$ cat src/rtl/period_meter_pkg.sv
// Shared definitions for the period meter: measurement state encoding and
// the default counter/result width.
// Optional build macro (used by edge_detect): PERIOD_METER_SYNC_EN.
package period_meter_pkg;

  // Default width of the period counter and of the reported result.
  localparam int unsigned PM_W_DEFAULT = 32;

  // Measurement sequencing: wait for enable, wait for a first edge,
  // then time edge-to-edge distances.
  typedef enum logic [1:0] {
    ST_IDLE    = 2'd0,
    ST_ARMED   = 2'd1,
    ST_MEASURE = 2'd2
  } pm_state_e;

endpackage

$ cat src/rtl/period_meter_edge_detect.sv
// Rising-edge detector for the measured strobe. Produces a one-cycle rise
// strobe; a strobe held high yields a single rise.
// Build macro PERIOD_METER_SYNC_EN: when defined, pulse_i first passes a
// two-flop synchronizer (cleared by clr_i), which delays the strobe by two
// cycles but leaves edge spacing, and hence measured periods, unchanged.
module edge_detect
  import period_meter_pkg::*;
(
  input  logic clk_i,
  input  logic clr_i,
  input  logic pulse_i,
  output logic rise_o
);

  logic w_sample;
  logic r_prev;

`ifdef PERIOD_METER_SYNC_EN
  logic r_sync1;
  logic r_sync2;

  // Two-flop synchronizer for a strobe coming from another clock domain.
  always_ff @(posedge clk_i) begin
    if (clr_i) begin
      r_sync1 <= 1'b0;
      r_sync2 <= 1'b0;
    end else begin
      r_sync1 <= pulse_i;
      r_sync2 <= r_sync1;
    end
  end

  assign w_sample = r_sync2;
`else
  // Same-clock-domain strobe: sampled directly.
  assign w_sample = pulse_i;
`endif

  // Edge history: previous value of the (optionally synchronized) strobe.
  always_ff @(posedge clk_i) begin
    if (clr_i) begin
      r_prev <= 1'b0;
    end else begin
      r_prev <= w_sample;
    end
  end

  assign rise_o = w_sample & ~r_prev;

endmodule

$ cat src/rtl/period_meter.sv
// Period meter: measures the distance, in clk_i cycles, between successive
// rising edges of pulse_i and hands results to a consumer with a
// valid/ready handshake. Saturates at 2^W-1 when no second edge arrives.
// Build macro PERIOD_METER_SYNC_EN: adds a 2-flop input synchronizer in
// edge_detect (2 extra cycles of latency, same measured periods).
module period_meter
  import period_meter_pkg::*;
#(
  parameter int unsigned W = PM_W_DEFAULT
) (
  input  logic         clk_i,
  input  logic         clr_i,
  input  logic         pulse_i,
  input  logic         en_i,
  output logic [W-1:0] period_o,
  output logic         valid_o,
  input  logic         ready_i,
  output logic         ovf_o,
  output logic         lost_o
);

  localparam logic [W-1:0] CNT_MAX = '1;
  localparam logic [W-1:0] CNT_ONE = W'(1);

  pm_state_e    r_state;
  pm_state_e    w_state_next;
  logic [W-1:0] r_count;
  logic [W-1:0] w_count_next;
  logic         w_rise;
  logic         w_res_fire;
  logic         w_res_sat;
  logic [W-1:0] w_res_value;

  logic [W-1:0] r_period;
  logic         r_valid;
  logic         r_ovf;
  logic         r_lost;

  edge_detect u_edge_detect (
    .clk_i   (clk_i),
    .clr_i   (clr_i),
    .pulse_i (pulse_i),
    .rise_o  (w_rise)
  );

  // State and counter register; reset discards any partial count.
  always_ff @(posedge clk_i) begin
    if (clr_i) begin
      r_state <= ST_IDLE;
      r_count <= '0;
    end else begin
      r_state <= w_state_next;
      r_count <= w_count_next;
    end
  end

  // Next state, counter update and result generation. The counter holds the
  // number of cycles since the last edge, so at the next edge it equals the
  // edge spacing directly. Reaching the ceiling without an edge reports a
  // saturated result and re-arms for a fresh first edge.
  always_comb begin
    w_state_next = r_state;
    w_count_next = r_count;
    w_res_fire   = 1'b0;
    w_res_sat    = 1'b0;
    w_res_value  = r_count;
    if (!en_i) begin
      w_state_next = ST_IDLE;
      w_count_next = '0;
    end else begin
      unique case (r_state)
        ST_IDLE: begin
          w_state_next = ST_ARMED;
          w_count_next = '0;
        end
        ST_ARMED: begin
          if (w_rise) begin
            w_state_next = ST_MEASURE;
            w_count_next = CNT_ONE;
          end
        end
        ST_MEASURE: begin
          if (w_rise) begin
            w_res_fire   = 1'b1;
            w_res_value  = r_count;
            w_count_next = CNT_ONE;
          end else if (r_count == CNT_MAX) begin
            w_res_fire   = 1'b1;
            w_res_sat    = 1'b1;
            w_res_value  = CNT_MAX;
            w_state_next = ST_ARMED;
            w_count_next = '0;
          end else begin
            w_count_next = r_count + CNT_ONE;
          end
        end
        default: begin
          w_state_next = ST_IDLE;
          w_count_next = '0;
        end
      endcase
    end
  end

  // Result register and handshake. A new result wins over an acceptance in
  // the same cycle; overwriting an unaccepted result flags lost_o (sticky).
  // With the meter disabled the outputs are frozen.
  always_ff @(posedge clk_i) begin
    if (clr_i) begin
      r_period <= '0;
      r_valid  <= 1'b0;
      r_ovf    <= 1'b0;
      r_lost   <= 1'b0;
    end else if (en_i) begin
      if (w_res_fire) begin
        r_period <= w_res_value;
        r_valid  <= 1'b1;
        r_ovf    <= w_res_sat;
        if (r_valid && !ready_i) begin
          r_lost <= 1'b1;
        end
      end else if (r_valid && ready_i) begin
        r_valid <= 1'b0;
      end
    end
  end

  assign period_o = r_period;
  assign valid_o  = r_valid;
  assign ovf_o    = r_ovf;
  assign lost_o   = r_lost;

endmodule

$ cat config.mk
export PLATFORM = sky130hd
export DESIGN_NAME = period_meter
export DESIGN_NICKNAME = d
export VERILOG_FILES = /design/src/rtl/period_meter_pkg.sv /design/src/rtl/period_meter_edge_detect.sv /design/src/rtl/period_meter.sv
export SDC_FILE = /design/constraint.sdc
export NUM_CORES = 1
export LEC_CHECK = 0
export CORE_ASPECT_RATIO = 1.25
export CORE_MARGIN = 2
export CORE_UTILIZATION = 50
export CTS_CLUSTER_SIZE = 8
export DETAILED_ROUTE_END_ITERATION = 7
export MAX_ROUTING_LAYER = met4
export PLACE_DENSITY = 0.72
export SYNTH_ARGS = -nofsm -noshare
export SYNTH_HDL_FRONTEND = slang
export SYNTH_HIERARCHICAL = 1
export SYNTH_SLANG_ARGS = --single-unit
$ cat constraint.sdc
create_clock -name clk_i -period 2.4 [get_ports clk_i]
set_input_delay 0.48 -clock clk_i [delete_from_list [all_inputs] [get_ports clk_i]]
set_output_delay 0.48 -clock clk_i [all_outputs]
set_load 0.02 [all_outputs]
==> summary.md <==
| Metric | Value |
|---|---|
| Outcome | finished clean |
| Setup bufs post-CTS | 0 |
| Maximum vdd drop | 0.0005512 V |
| Iter 0 DRT Violations | roughly 180 |
| Overall Power | about 2.3 mW |
| Die width | 78.46 µm |
| Inserted Clock Buffers | 9 |
| CTS tree | built |
| Finished Core Util | between 60% and 70% |
| Hold_buf cts | 0 |
| Die ar. | around 7600 µm² |
| Largest stage delay, worst path | roughly 680 ps |
| Fillcell total | about 590 |
| Yosys synthesis warning count | 6 |
| Layout area overhead | 24.52% |
| Hold Vio Cnt, Final | 0 |
| Crit start category | flop |
| CTS root buf | clkbuf_8 |
| Post-synth top cells | 81 x nand2_1, 70 x dfxtp_1, 40 x mux2i_1 |
| Final period util | 87.38% |
| CP max stage cell | or4_1 |
| Core ar. | 6648 µm² |
| Post-synth top area cell | dfxtp_1 |
| Tmin final | between 2000 and 2500 ps |
| EDFF count, synth | 0 |
| Cts repair resizes | 0 |
| Worst-Skew Late Latency | approximately 350 ps |
| RSZ-0062 raised after global routing | no |
| Sequential fraction of the synthesis area | between 40% and 50% |
| Worst clock skew | 5.450 ps |
| Via count | 3169 |
| Worst path cell trace | ha_1 > nand3_4 > or4_1 > o311a_1 > a21oi_2 > nand2_1 |
| Initial Util | 52.12% |
| P per Cell Area | between 500 and 600 nW/µm² |
| Die height | between 90 and 100 µm |
| DRT antenna net count | 0 |
| Routed len/inst | between 10 and 15 µm |
| Critical Path AT | between 2000 and 2500 ps |
| Mean Syn Cell Area | between 8 and 9 µm² |
| Hold path cells | 2 |
| Fin nets | around 470 |
| Clock sinks | 70 |
| Crit-path max FO | 7 |
| Pre-CTS WS | between 70 and 80 ps |
| Top-area cell type share of the netlist area | 40.45% |
| Setup CP Type | flop to flop |
| Vias per Instance | 5.783 |
| First-pass DRT Iterations | 5 |
| Setup violators final | 0 |
| Post-synthesis register bit count | 70 |
| Leak Pwr | between 1 and 1.5 nW |
| Global Route Usage Sum | between 20% and 30% |
| Drt total wl | 7955 µm |
| Hpwl dp | 5554 µm |
| H-tree Lvls | 3 |
| Syn Std Cell Area | around 3500 µm² |
| I/O Buffers | 39 |
| I/O pins | 40 |
| R2R Setup Slk | a little over 300 ps |
| Layout cells sized above 1 | a little over an eighth |
| Req. time, crit path | 2650 ps |
| Pin count of the biggest net entering global routing | 39 |
| Asr flop ratio synth | 0% |
| R2R depth | 6 |
| Initial antenna violation count | 0 |
| Crit path capture type | flop |
| Clock Path Buffers | 2 |
| Worst relative slew slack | 67.79% |
| Hold crit path type | flop to flop |
| Placer Congestion | around 0.89 |
| Max Fclk | 0.4769 GHz |
| Max cap viols | 0 |
| Vias in the first global route | around 3000 |
| TNS Setup | 0 ps |
| Clk slew on worst S/H paths | ~70 ps |
| Drc violations | 0 |
| Most frequent cell after synthesis | nand2_1 |
| Post-Syn Nets | approximately 420 |
| Final global-route overflow total | 0 |
| Primary FF master, synth | dfxtp_1 |
| First-pass GRT wire length | between 10000 and 15000 µm |
| Largest cells by area after synthesis | dfxtp_1 40%, mux2i_1 12%, nand2_1 8.8% |
| Row cnt | 33 |
| N_diodes | 0 |
| Final slew viol count | 0 |
| Min setup slack post-route | 303.0 ps |
| Actual slew at the worst max-slew pin | approximately 480 ps |
| Netlist cell types | 56 |
| Mapped Cells | just over 400 |
## layout make-up
class	instances	area [µm²]	area share (%)
clock buffers	10	137.6	3.190
clock inverters	6	85.08	1.972
inverters	8	30.03	0.6961
multi-input cells	302	1916	44.40
flip-flops and latches	70	1401	32.48
well taps	87	108.9	2.523
repair buffers	65	635.6	14.73
## where the power goes
part / internal (mW) / leakage [nW] / switching [mW] / total [mW]
clock: 0.609 / 0.108 / 0.458 / 1.07
combinational: 0.0297 / 0.726 / 0.0414 / 0.0711
sequential: 1.16 / 0.564 / 0.00266 / 1.17
total: 1.80 / 1.40 / 0.502 / 2.30
## sequential cells by signal, summed over array words and instances, names as in the netlist
name,flops
u_edge_detect/r_prev,1
valid_o,1
r_count,32
ovf_o,1
lost_o,1
r_state,2
period_o,32
## cells in the final DEF (no fill, tap or decap), types with 5 or more instances in the layout
cell             instances
nor2_1                  12
buf_4                   22
mux2i_1                 40
a31oi_1                 18
a21oi_1                  8
and3_1                   8
clkbuf_8                10
nand3_1                 28
inv_1                    7
nand4_1                 25
and2_1                   6
or3_1                    5
dfxtp_1                 70
nand2_1                 81
clkdlybuf4s50_1         39
ha_1                     5
o21ai_0                 13
## metrics by stage
stage	hold WS (ps)	cell area [µm²]	instances
2_1_floorplan	459.8	3465	407
3_3_place_gp	441.7	4091	532
3_5_place_dp	445.8	4091	532
4_1_cts	460.5	4314	548
5_1_grt	479.6	4314	548
6_report	454.5	4314	548
## final timing paths
| check | startpoint | endpoint |
|---|---|---|
| hold / removal | period_o[29] | period_o[29] |
| setup reg to reg | r_count[0] | r_count[20] |
| hold reg to reg | period_o[29] | period_o[29] |
| setup / recovery | r_count[0] | r_count[20] |
## worst max-delay path: cells and delay by family (launching register included)
| kind | cells | cell delay [ps] |
|---|---|---|
| simple gates | 3 | 860 |
| flops | 1 | 360 |
| compound gates | 2 | 490 |
| fa+ha+maj | 1 | 290 |
## cells by family after synthesis
logic type               synth area share (%)
adder cells (fa/ha/maj)                 1.806
flip-flops                              40.45
buffers and inverters                   4.478
AO/OA/AOI/OAI                           10.98
XOR/XNOR                                1.011
AND/OR/NAND/NOR                         29.72
multiplexers                            11.56
## routing by layer
metal  wire [µm]  up-vias  GRT usage, %
li1            -     1569             -
met1        3706     1503         27.93
met2        3729       80         34.88
met3         337       17         5.019
met4         180        0         10.93
met5           0        -             -
(Power assumes the default switching activity.)
